`config.mk`:
```
export PLATFORM = sky130hd
export DESIGN_NAME = pixel_array_readout
export DESIGN_NICKNAME = d
export VERILOG_FILES = /design/src/rtl/pixel_array_readout.sv
export SDC_FILE = /design/constraint.sdc
export NUM_CORES = 1
export LEC_CHECK = 0
export ABC_AREA = 1
export CORE_MARGIN = 1.5
export CORE_UTILIZATION = 57
export DETAILED_ROUTE_END_ITERATION = 6
export HOLD_SLACK_MARGIN = 0.08
export PLACE_DENSITY_LB_ADDON = 0.08
export SETUP_SLACK_MARGIN = 0.05
export SYNTH_ARGS = -nofsm -noshare
export SYNTH_HDL_FRONTEND = slang
export SYNTH_SLANG_ARGS = --single-unit
```
`constraint.sdc`:
```
create_clock -name Clk -period 2.4 [get_ports Clk]
set_clock_uncertainty 0.05 [all_clocks]
set_input_delay 0.48 -clock Clk [delete_from_list [all_inputs] [get_ports Clk]]
set_output_delay 0.48 -clock Clk [all_outputs]
set_load 0.01 [all_outputs]
```
`src/rtl/pixel_array_readout.sv`:
```
`timescale 1ns/1ps
`default_nettype none
// ============================================================================
// Module   : pixel_array_readout
// Brief    : Erase / expose / row-by-row ramp-compare sequencer for a
//            ROWS x COLS pixel array, one row per ready/valid beat.
//            Optional macro DIGITAL_CDS_EN: reset + signal sample per row.
// Revision : 1.0 - initial release
// ============================================================================
module pixel_array_readout #(
    parameter int ROWS         = 2,
    parameter int COLS         = 2,
    parameter int ADC_BITS     = 8,
    parameter int ERASE_CYCLES = 5
) (
    input  logic                                       Clk,
    input  logic                                       Reset,
    input  logic                                       Init,
    input  logic [15:0]                                Expose_time,
    input  logic [COLS-1:0]                            Comp,
    output logic                                       Erase,
    output logic                                       Expose,
    output logic [ROWS-1:0]                            NRE,
    output logic                                       ADC,
    output logic [COLS*ADC_BITS-1:0]                   Data,
    output logic                                       Data_valid,
    input  logic                                       Data_ready,
    output logic [((ROWS > 1) ? $clog2(ROWS) : 1)-1:0] Row_idx,
    output logic                                       Busy,
    output logic                                       Frame_done
);

    localparam int                  c_ROW_W      = (ROWS > 1) ? $clog2(ROWS) : 1;
    localparam logic [ADC_BITS-1:0] c_RAMP_MAX   = {ADC_BITS{1'b1}};
    localparam logic [15:0]         c_ERASE_LAST = 16'(ERASE_CYCLES - 1);
    localparam logic [c_ROW_W-1:0]  c_LAST_ROW   = c_ROW_W'(ROWS - 1);

    typedef enum logic [2:0] {
        S_IDLE    = 3'd0,
        S_ERASE   = 3'd1,
        S_EXPOSE  = 3'd2,
        S_CONVERT = 3'd3,
        S_OUTPUT  = 3'd4,
        S_DONE    = 3'd5
    } state_t;

    state_t                        r_state;
    logic [15:0]                   r_cnt;
    logic [15:0]                   r_exp_len;
    logic [ADC_BITS-1:0]           r_ramp;
    logic [c_ROW_W-1:0]            r_row;
    logic [COLS-1:0]               r_col_hit;
    logic [COLS-1:0][ADC_BITS-1:0] r_col_val;
    logic [COLS-1:0][ADC_BITS-1:0] w_col_final;
    logic [COLS*ADC_BITS-1:0]      w_row_data;
    logic                          w_ramp_last;
    logic                          w_sampling;

`ifdef DIGITAL_CDS_EN
    localparam logic [1:0] c_PH_RST = 2'd0;
    localparam logic [1:0] c_PH_GAP = 2'd1;
    localparam logic [1:0] c_PH_SIG = 2'd2;

    logic [1:0]                    r_cds_phase;
    logic [COLS-1:0][ADC_BITS-1:0] r_rst_val;
`endif

    // Active-low one-hot row enable for the given row.
    function automatic logic [ROWS-1:0] nre_for(input logic [c_ROW_W-1:0] row);
        logic [ROWS-1:0] v;
        v = '1;
        for (int i = 0; i < ROWS; i++) begin
            v[i] = (row != c_ROW_W'(i));
        end
        return v;
    endfunction

    always_comb begin
        w_ramp_last = (r_ramp == c_RAMP_MAX);
`ifdef DIGITAL_CDS_EN
        w_sampling  = (r_state == S_CONVERT) && (r_cds_phase != c_PH_GAP);
`else
        w_sampling  = (r_state == S_CONVERT);
`endif
        w_row_data  = '0;
        for (int c = 0; c < COLS; c++) begin
            // A column that never tripped saturates at full scale.
            w_col_final[c] = r_col_hit[c] ? r_col_val[c] : c_RAMP_MAX;
`ifdef DIGITAL_CDS_EN
            w_row_data[c*ADC_BITS +: ADC_BITS] = (w_col_final[c] > r_rst_val[c]) ?
                                                 (w_col_final[c] - r_rst_val[c]) : '0;
`else
            w_row_data[c*ADC_BITS +: ADC_BITS] = w_col_final[c];
`endif
        end
    end

    always_ff @(posedge Clk) begin
        if (!Reset) begin
            r_state     <= S_IDLE;
            r_cnt       <= '0;
            r_exp_len   <= '0;
            r_ramp      <= '0;
            r_row       <= '0;
            r_col_hit   <= '0;
            r_col_val   <= '0;
            Erase       <= 1'b0;
            Expose      <= 1'b0;
            NRE         <= '1;
            ADC         <= 1'b0;
            Data        <= '0;
            Data_valid  <= 1'b0;
            Row_idx     <= '0;
            Busy        <= 1'b0;
            Frame_done  <= 1'b0;
`ifdef DIGITAL_CDS_EN
            r_cds_phase <= c_PH_RST;
            r_rst_val   <= '0;
`endif
        end else begin
            Frame_done <= 1'b0;

            // First comparator edge per ramp wins; later toggles are ignored.
            if (w_sampling) begin
                for (int c = 0; c < COLS; c++) begin
                    if (Comp[c] && !r_col_hit[c]) begin
                        r_col_hit[c] <= 1'b1;
                        r_col_val[c] <= r_ramp;
                    end
                end
            end

            case (r_state)
                S_IDLE: begin
                    if (Init) begin
                        r_state   <= S_ERASE;
                        Busy      <= 1'b1;
                        Erase     <= 1'b1;
                        r_cnt     <= '0;
                        r_exp_len <= (Expose_time == 16'd0) ? 16'd1 : Expose_time;
                    end
                end

                S_ERASE: begin
                    if (r_cnt == c_ERASE_LAST) begin
                        r_state <= S_EXPOSE;
                        Erase   <= 1'b0;
                        Expose  <= 1'b1;
                        r_cnt   <= '0;
                    end else begin
                        r_cnt <= r_cnt + 16'd1;
                    end
                end

                S_EXPOSE: begin
                    if (r_cnt == r_exp_len - 16'd1) begin
                        r_state     <= S_CONVERT;
                        Expose      <= 1'b0;
                        r_row       <= '0;
                        NRE         <= nre_for('0);
                        ADC         <= 1'b1;
                        r_ramp      <= '0;
`ifdef DIGITAL_CDS_EN
                        Erase       <= 1'b1;
                        r_cds_phase <= c_PH_RST;
`endif
                    end else begin
                        r_cnt <= r_cnt + 16'd1;
                    end
                end

                S_CONVERT: begin
`ifdef DIGITAL_CDS_EN
                    if (r_cds_phase == c_PH_GAP) begin
                        ADC         <= 1'b1;
                        r_ramp      <= '0;
                        r_cds_phase <= c_PH_SIG;
                    end else
`endif
                    if (!w_ramp_last) begin
                        r_ramp <= r_ramp + 1'b1;
                    end
`ifdef DIGITAL_CDS_EN
                    else if (r_cds_phase == c_PH_RST) begin
                        // Park the reset level; one idle cycle before the signal ramp.
                        r_rst_val   <= w_col_final;
                        r_col_hit   <= '0;
                        ADC         <= 1'b0;
                        Erase       <= 1'b0;
                        r_cds_phase <= c_PH_GAP;
                    end
`endif
                    else begin
                        r_state    <= S_OUTPUT;
                        ADC        <= 1'b0;
                        NRE        <= '1;
                        Data       <= w_row_data;
                        Data_valid <= 1'b1;
                        Row_idx    <= r_row;
                        r_col_hit  <= '0;
                    end
                end

                S_OUTPUT: begin
                    if (Data_ready) begin
                        Data_valid <= 1'b0;
                        if (r_row == c_LAST_ROW) begin
                            r_state    <= S_DONE;
                            Frame_done <= 1'b1;
                        end else begin
                            r_state     <= S_CONVERT;
                            r_row       <= r_row + 1'b1;
                            NRE         <= nre_for(r_row + 1'b1);
                            ADC         <= 1'b1;
                            r_ramp      <= '0;
`ifdef DIGITAL_CDS_EN
                            Erase       <= 1'b1;
                            r_cds_phase <= c_PH_RST;
`endif
                        end
                    end
                end

                S_DONE: begin
                    r_state <= S_IDLE;
                    Busy    <= 1'b0;
                end

                default: begin
                    r_state <= S_IDLE;
                end
            endcase
        end
    end

endmodule
`default_nettype wire

```
==> results.sh <==
export IMPL_status="complete, no violations"
export IMPL_yosys_warnings=0
export IMPL_antenna_found_initial=0
export IMPL_grt_pass1_wl_um=20110
export IMPL_drt_iter0_markers=183
export IMPL_coreArea_mm2=0.008134
export IMPL_clock_latency_ns=0.36
export IMPL_boundaryPins=47
export IMPL_routed_wl_um=11910
export IMPL_end_kind="register"
export IMPL_holdCritPathClass="register to register"
export IMPL_synthSimpleGateAreaFrac=0.3425
export IMPL_globalRouteOverflowTotal=0
export IMPL_p_int_mw=2.859
export IMPL_drtAntennaViolNets=0
export IMPL_hpwl_um=8586
export IMPL_die_h_um=94.18
export IMPL_setup_tns_ns=0
export IMPL_dr_total_vias=4674
export IMPL_fin_ws_ns=0.2288
export IMPL_rsz0062_at_grt="no"
export IMPL_cts_sinks=87
export IMPL_holdWs_ns=0.4090
export IMPL_area_growth_pct=17.24
export IMPL_layout_drive_gt1_share=0.1168
export IMPL_grt_pass1_vias=4503
export IMPL_yosys_area_share_adder=0.01056
export IMPL_worstMarginPinSlew_ns=0.5592
export IMPL_grt_max_degree=31
export IMPL_p_clk_frac=0.210
export IMPL_die_area_mm2=0.008869
export IMPL_wl_per_cell_um=14.16
export IMPL_startpoint_type="register"
export IMPL_gp_congestion=0.9104
export IMPL_hold_viol=0
export IMPL_maxCapViolCount=0
export IMPL_combPwrFrac=0.434
export IMPL_row_count=33
export IMPL_syn_avg_cell_area_um2=6.897
export IMPL_cts_tree="yes"
export IMPL_postCtsSetupRepairBufs=0
export IMPL_seq_area_frac_synth=0.3676
export IMPL_port_buffers=46
export IMPL_worstPathArrival_ns=2.35
export IMPL_final_cell_mix="nand2_1, dfxtp_1, nor2_1"
export IMPL_synth_top_family_by_area="simple AND/OR/NAND/NOR gates"
export IMPL_path_cells="inv_2 > ha_4 > nand2_1 > nor2_2 > nand2_2 > o21bai_1 > nand2_1 > nor2_1 > nand2_1 > nor2_1 > nand2_1 > nand2_2 > buf_4 > nand2_1 > nand2_1 > o211ai_1"
export IMPL_syn_area_mm2=0.004738
export IMPL_ctsResizeCount=0
export IMPL_path_clk_slew_ns=0.09
export IMPL_crit_start="r_exp_len[1]$_SDFFE_PN0P_"
export IMPL_peakVddDrop_v=0.0004397
export IMPL_yosysUniqueCellTypes=39
export IMPL_ys_dominant_reg_cell="dfxtp_1"
export IMPL_antenna_cells=0
export IMPL_synth_compound_area_share=0.1495
export IMPL_drc_errors=0
export IMPL_max_freq_ghz=0.4606
export IMPL_fin_crit_sh=0.9047
export IMPL_dp_slack_ns=0.1932
export IMPL_cp_required_ns=2.58
export IMPL_holdBufCountCts=0
export IMPL_power_switching_mw=2.108
export IMPL_worstReg2RegEnd="NRE[1]$_SDFFE_PN1P_"
export IMPL_drtPass1Iterations=5
export IMPL_die_w_um=94.18
export IMPL_setup_viol=0
export IMPL_clock_path_buffers=2
export IMPL_cts_htree_levels=3
export IMPL_async_flop_share=0
export IMPL_final_common_cell="nand2_1"
export IMPL_p_leak_nw=2.169
export IMPL_path_class="register to register"
export IMPL_nNetsFinal=758
export IMPL_max_stage_delay_ns=0.33
export IMPL_power_switching_share=0.4244
export IMPL_synth_mux_area_frac=0
export IMPL_synth_xor_area_frac=0.05176
export IMPL_crit_top_cell="nand2_1"
export IMPL_cts_root_buffer="clkbuf_8"
export IMPL_slew_headroom=0.6267
export IMPL_viasPerCell=5.558
export IMPL_min_period_ns=2.171
export IMPL_crit_fanout=6
export IMPL_ys_ff_latch=87
export IMPL_reg2reg_depth=16
export IMPL_syn_inst=687
export IMPL_grt_usage=0.2838
export IMPL_syn_num_nets=713
export IMPL_r2r_start="r_exp_len[1]$_SDFFE_PN0P_"
export IMPL_path_delay_family="simple AND/OR/NAND/NOR gates"
export IMPL_cp_depth=16
export IMPL_seq_power_share=0.356
export IMPL_cellPowerDensity_mw_per_mm2=894.1
export IMPL_crit_buf_inv=2
export IMPL_cp_slowest_cell="dfxtp_1"
export IMPL_cts_buffers=9
export IMPL_slew_viol_final=0
export IMPL_crit_path_end="NRE[1]$_SDFFE_PN1P_"
export IMPL_synth_edff_count=0
export IMPL_initial_utilization=0.5825
export IMPL_r2r_slack_ns=0.23
==> cell usage after synthesis, types with 2 or more instances <==
master | number | area, um2
a211oi_1 | 9 | 67.56
a21oi_1 | 62 | 310.3
a21oi_2 | 9 | 78.83
a22oi_1 | 2 | 15.01
and2_1 | 2 | 12.51
buf_2 | 8 | 40.04
buf_4 | 2 | 15.01
clkbuf_1 | 16 | 60.06
clkbuf_2 | 2 | 10.01
dfxtp_1 | 87 | 1742
ha_1 | 4 | 50.05
inv_1 | 53 | 198.9
inv_2 | 6 | 22.52
nand2_1 | 151 | 566.8
nand2_2 | 12 | 75.07
nand3_1 | 42 | 210.2
nand3b_1 | 11 | 82.58
nand4_1 | 12 | 75.07
nor2_1 | 89 | 334.1
nor2_2 | 3 | 18.77
nor2_4 | 4 | 45.04
nor3_1 | 11 | 55.05
nor3_4 | 3 | 48.80
nor4_1 | 7 | 43.79
o21ai_0 | 37 | 185.2
o21bai_1 | 2 | 15.01
or2_2 | 3 | 18.77
xnor2_1 | 9 | 78.83
xor2_1 | 19 | 166.4
==> metrics by stage <==
step                      power (mW)  cells  cell area (um2)  utilization
final                          4.967    841             5555       0.6830
after global routing           5.322    841             5555       0.6830
after CTS                      4.904    841             5523       0.6790
after detailed placement       3.865    826             5329       0.6551
after global placement         3.792    826             5329       0.6551
after floorplan                3.385    687             4738            -
==> kinds of logic after synthesis <==
group | count (synthesis)
buf+inv | 89
flops | 87
compound gates | 126
fa+ha+maj | 4
xor+xnor | 28
simple gates | 353
==> registers in the layout, indices dropped and copies added (netlist names) <==
signal	flops
Row_idx	1
ADC	1
r_cnt	16
r_col_hit	2
r_row	1
Frame_done	1
Erase	1
Expose	1
Busy	1
Data_valid	1
NRE	2
r_state	3
r_col_val	16
r_ramp	8
r_exp_len	16
Data	16
==> area by class of cell <==
type | count | area, um2
Sequential cell | 87 | 1742
Inverter | 59 | 221.5
Multi-Input combinational cell | 511 | 2659
Tap cell | 105 | 131.4
Clock buffer | 9 | 123.9
Fill cell | 703 | 2579
Timing Repair Buffer | 64 | 608.1
Clock inverter | 6 | 70.07
==> tightest hold or removal path: stages (launching register included) <==
cell	delay, ns
dfxtp_1	0.32
inv_1	0.05
a21oi_1	0.05
==> layer usage <==
metal,share of wire,vias to the layer above,track usage
li1,-,2343,-
met1,0.43,2190,0.3330
met2,0.50,113,0.5066
met3,0.037,28,0.04693
met4,0.028,0,0.1182
met5,0,-,0
==> how the worst min path moves through the flow <==
stage,startpoint,to,cells past startpoint
floorplan,r_col_val[10]$_SDFFE_PN0P_,r_col_val[10]$_SDFFE_PN0P_,2
global placement,Expose$_SDFFE_PN0P_,Expose$_SDFFE_PN0P_,2
detailed placement,Expose$_SDFFE_PN0P_,Expose$_SDFFE_PN0P_,2
CTS,Expose$_SDFFE_PN0P_,Expose$_SDFFE_PN0P_,2
global route,Expose$_SDFFE_PN0P_,Expose$_SDFFE_PN0P_,2
finish,Expose$_SDFFE_PN0P_,Expose$_SDFFE_PN0P_,2
==> power groups by stage <==
stage	Clock (mW)	Sequential, mW	Combinational (mW)
final	1.04	1.77	2.16
after global placement	0	1.78	2.01
after global routing	1.11	1.79	2.43
after detailed placement	0	1.79	2.07
after floorplan	0	1.76	1.63
after CTS	1.05	1.76	2.09
Note: power is estimated with default switching activity, not from simulation.
